[src/rtl/fsm_ec1.sv]
// EC-1 accumulator CPU control unit.
// Sequences fetch/decode/execute and drives datapath strobes.
module fsm_ec1 (
  input  logic       clk,
  input  logic       reset,
  input  logic       Aneq0,
  input  logic [2:0] ir75,
  output logic       IRload,
  output logic       PCload,
  output logic       INmux,
  output logic       Aload,
  output logic       JNZmux,
  output logic       Halt
);

  localparam logic [2:0] OP_IN   = 3'b000;
  localparam logic [2:0] OP_OUT  = 3'b001;
  localparam logic [2:0] OP_DEC  = 3'b010;
  localparam logic [2:0] OP_JNZ  = 3'b011;
  localparam logic [2:0] OP_HALT = 3'b100;

  typedef enum logic [2:0] {
    START  = 3'd0,
    FETCH  = 3'd1,
    DECODE = 3'd2,
    S_IN   = 3'd3,
    S_OUT  = 3'd4,
    S_DEC  = 3'd5,
    S_JNZ  = 3'd6,
    S_HALT = 3'd7
  } state_t;

  state_t state, nxt;

  // State register; reset aborts any instruction.
  always_ff @(posedge clk or negedge reset) begin
    if (!reset) state <= START;
    else        state <= nxt;
  end

  // Next-state logic; opcode only matters in DECODE.
  always_comb begin
    nxt = state;
    unique case (state)
      START:  nxt = FETCH;
      FETCH:  nxt = DECODE;
      DECODE: begin
        nxt = FETCH;
        unique case (1'b1)
          (ir75 == OP_IN):   nxt = S_IN;
          (ir75 == OP_OUT):  nxt = S_OUT;
          (ir75 == OP_DEC):  nxt = S_DEC;
          (ir75 == OP_JNZ):  nxt = S_JNZ;
          (ir75 == OP_HALT): nxt = S_HALT;
          default:           nxt = FETCH;
        endcase
      end
      S_IN:   nxt = FETCH;
      S_OUT:  nxt = FETCH;
      S_DEC:  nxt = FETCH;
      S_JNZ:  nxt = FETCH;
      S_HALT: nxt = S_HALT;
      default: nxt = START;
    endcase
  end

  // Strobes decoded from state; PCload in S_JNZ follows Aneq0.
  always_comb begin
    IRload = 1'b0;
    PCload = 1'b0;
    INmux  = 1'b0;
    Aload  = 1'b0;
    JNZmux = 1'b0;
    Halt   = 1'b0;
    unique case (state)
      FETCH: begin
        IRload = 1'b1;
        PCload = 1'b1;
      end
      S_IN: begin
        INmux = 1'b1;
        Aload = 1'b1;
      end
      S_DEC: Aload = 1'b1;
      S_JNZ: begin
        JNZmux = 1'b1;
        PCload = Aneq0;
      end
      S_HALT: Halt = 1'b1;
      default: ;
    endcase
  end

endmodule

[config.mk]
export PLATFORM = sky130hd
export DESIGN_NAME = fsm_ec1
export DESIGN_NICKNAME = d
export VERILOG_FILES = /design/src/rtl/fsm_ec1.sv
export SDC_FILE = /design/constraint.sdc
export NUM_CORES = 1
export LEC_CHECK = 0
export BUFFER_PORTS_ARGS = -buffer_cell sky130_fd_sc_hd__buf_2
export CORE_AREA = 2 2 39 41
export DETAILED_ROUTE_END_ITERATION = 8
export DIE_AREA = 0 0 41 43
export PLACE_DENSITY = 0.46
export SLEW_MARGIN = 20
export SYNTH_ARGS = -nofsm -noshare
export SYNTH_HDL_FRONTEND = slang
export SYNTH_SLANG_ARGS = --single-unit
[constraint.sdc]
create_clock -name clk -period 1.7 [get_ports clk]
set_input_delay 0.085 -clock clk [delete_from_list [all_inputs] [get_ports clk]]
set_output_delay 0.085 -clock clk [all_outputs]
set_load 0.02 [all_outputs]
Word-level counts from Yosys, hierarchy flattened:

Cells that the tools add are included.

* add/sub/neg operators: 0
* multipliers: 0
* div/mod/pow operators: 0
* $lt $le $gt $ge: 0
* equality and inequality tests: 11
* shift operators: 0
* multiplexer cells: 8
* bitwise logic cells: 0
* reductions and logical operators: 4

Operators with widths (number)
* equality test 3 bit (second input constant): 5
* one-hot mux 3 bit (5 select lines): 1
* equality test 3 x 2 -> 1 bit (second input constant): 4
* one-hot mux 3 bit (4 select lines): 1
* equality test 3 x 1 -> 1 bit (second input constant): 2
* logical NOT 3 bit: 2
* two-way mux 1 bit: 5
* OR reduction 5 bit: 1
* one-hot mux 1 bit (2 select lines): 1
* OR reduction 2 bit: 1

* register bits: 3
* bits in latches: 0
* RAM bits: 0
* memory bits (read-only): 0
* input bits: 6
* output and inout bits: 6
* memories: 0

Depth between registers and ports, before layout:

* word-level depth: 3
* gate-level depth with buffers: 3

Worst setup path after synthesis:

OpenSTA, ideal clock, no wires.

* path kind: register to output
* start: reg state[1]
* end: out PCload
* data arrival time: 1277 ps
* setup slack: 338 ps
* cell stages (with the launch flop): 3
* path buffers: 0
* cell sequence: dfrtp_1 -> nor3b_1 -> a21o_1

* word-level cells in the longest chain between the ends: 2
* elaborated cells on any way between the ends: 3

RTL lines
* from (decl): RTL line 33 `state_t state, nxt;`
* from (signal assigned): RTL line 38 `else state <= nxt;`
* equality test 3 bit / equality test 3 x 1 -> 1 bit (equally long branches): RTL line 75 `unique case (state)`
* one-hot mux 1 bit (2 select lines) (*): RTL line 75
* to (decl): RTL line 9 `output logic PCload,`

Every way passes the cells marked *; elsewhere a longest branch is shown, timed or not.

Final worst setup path:

Same ends and word-level chain as after synthesis.

==> reports/results.txt <==
Final Cycle Share: 75.9%
Core Area: 1380 µm²
Final WL: 495 µm
Overall Global Routing Usage: 7.14%
Diodes inserted: 0
Post-Syn Area per Cell: 9.59 µm²
Crit Path Category: register to output pin
Internal power: 0.000334 W
Top-count cell post-synth: dfrtp_1
IO Pins: 12
R2r worst-path depth: 2
Met3 wire len: 54 µm
Vias in the first global route: 222
Critical Path AT: 1.21 ns
Initial antenna violation count: 0
Mapped Nets: 27
Final GP Congestion: 0.730
Initial DRC Count: 2
Critical Path Fanout Max: 8
Reg2reg end: state[1]
Simple-gate share of the synthesized area: 37.3%
Largest registers: state (3)
Power Density: 1920 nW/µm²
Drt wl/cell: 9.34 µm
Max FFs per register: 3
Clock power share: 20.3%
Post-Synthesis Cells: 21
Area Growth Syn to Fin: 55.3%
Die width: 41 µm
Max layer used: met3
Antenna viol nets, final: 0
Final hold violations: 0
Post-DR vias/cell: 4.11
Synth top area share: 37.3%
Comb power frac: 52.4%
Clock slew at the register clock pins of the worst setup and hold paths: 0.04 ns
Post-synthesis mux area share: 0%
Number of max-cap violations: 0
Highest Clock Rate: 775 MHz
Global-route wire length before repair: 834 µm
Final Util: 22.6%
Hold Path Class: input pin to async pin
NetSw: 0.000265 W
Max VDD drop: 350 µV
Outcome: finished, final reports clean
Max-slew violations: 0
Post-layout minimum cycle time: 1.29 ns
Share of cells above drive strength 1: 40.5%
Primary FF master, synth: dfrtp_1
Die area: 1760 µm²
Worst clock skew: 0.00451 ns
FF-to-FF setup slack: 0.68 ns
RSZ-0062 raised after global routing: false
Most frequent cells after synthesis: dfrtp_1 (3), nor2b_1 (2), nor3b_1 (2), o21ai_0 (2)
Distinct cells, synth: 16
Flop pwr share: 27.3%
Leading area contributor after synthesis: dfrtp_1
Type of element capturing the critical path: output pin
Pre-antenna DRT Iters: 3
Leak: 0.154 nW
Chip height: 43 µm
Largest family of logic cells by synthesized area: simple AND/OR/NAND/NOR gates
Rel. slew slack: 81.5%
Num CTS Buffers: 3
TritonCTS clock tree: done
Routed via count: 218
CTS sink count: 3
Xor-xnor portion of the synthesized cell area: 4.35%
Fin Setup TNS: 0 ns
Grt total ovfl: 0
Final net count: 44
Slew of the pin with the lowest slew margin: 0.273 ns
Worst-case clock buffer depth: 2
EDFF count, synth: 0
Root Buffer: clkbuf_4
DRC Markers: 0
Largest net degree at the start of global routing: 10
M1 WL: 230 µm
CTS HTree Levels: 1
Clock latency on the worst-skew pair: 0.23 ns
IO buf count: 11
Post-synthesis adder-cell area fraction: 0%
Sequential share of the synthesized area: 37.3%
Cells resized by post-CTS repair: 0
Fin cells: 53
CP required: 1.62 ns
Largest cells by area after synthesis: dfrtp_1 (37%), nor3b_1 (7.5%), nor2b_1 (6.2%)
Hold slack: 0.178 ns
Startpoint Class: register
Rows: 14
DP Cell Count: 48
Reg with most FFs: state
Reg-to-Reg Start: state[1]
# setup viols final: 0
Synth Cell Area: 201 µm²
Post-synth ARST share: 100%
Switching share of total power: 44.3%
Met2 wire len: 210 µm
Synth Area in Compound Gates: 21.1%
Synth Register Bits: 3
Yosys Warn Count: 0
Starting Density: 14.6%
## area by class of cell
cell class              count  area, µm²
clock buffers               4       26.3
fillers                   151       1070
multi-input cells          18        126
flip-flops and latches      3       75.1
well taps                  16       20.0
repair buffers             12       65.1
## per-layer routing
metal	track usage, %	vias up
li1	-	111
met3	3.14	0
met4	6.00	0
met5	0	-
met1	8.41	96
met2	9.38	11
## cells by family after synthesis
family | count (synthesis)
xor gates and xnor gates | 1
AOI/OAI and AO/OA | 6
and+or+nand+nor | 11
DFF | 3
## through the flow
step	power [W]	setup slack [ns]	instance area, µm²
final	0.000599	0.409	313
after global routing	0.000644	0.310	313
after CTS	0.000610	0.392	313
after detailed placement	0.000480	0.646	277
after global placement	0.000479	0.652	277
after floorplan	0.000374	0.338	201
## power by group through the flow
| stage | Sequential [W] | Combinational (W) | Clock, W |
|---|---|---|---|
| finish | 0.000164 | 0.000314 | 0.000121 |
| global route | 0.000176 | 0.000338 | 0.000131 |
| CTS | 0.000165 | 0.000318 | 0.000126 |
| detailed placement | 0.000166 | 0.000314 | 0 |
| global placement | 0.000163 | 0.000316 | 0 |
| floorplan | 0.000148 | 0.000226 | 0 |
## what timing repair did
| item | 4_1_cts | 5_1_grt |
|---|---|---|
| setup buffers | 0 | 0 |
| hold buffers | 1 | 0 |
| hold endpoints to repair | 3 | 0 |
## cells in the final DEF (no fill, tap or decap), drive strengths merged, types with 2 or more instances in the layout
master / n
buf: 11
clkbuf: 4
dfrtp: 3
o21ai: 2
nor3b: 2
nor2b: 2
## how the worst max path moves through the flow
stage	from	endpoint	cells past startpoint
3_3_place_gp	state[1]	PCload	3
3_5_place_dp	state[1]	PCload	3
5_1_grt	state[0]	PCload	3
4_1_cts	state[1]	PCload	3
6_report	state[1]	PCload	3
2_1_floorplan	state[1]	PCload	2
## critical path, cell delays in order, from the launching register on
cell     delay, ns
dfrtp_1       0.45
nor3b_1       0.28
a21o_1        0.11
buf_2         0.15
Power figures use the tool's default switching activity.
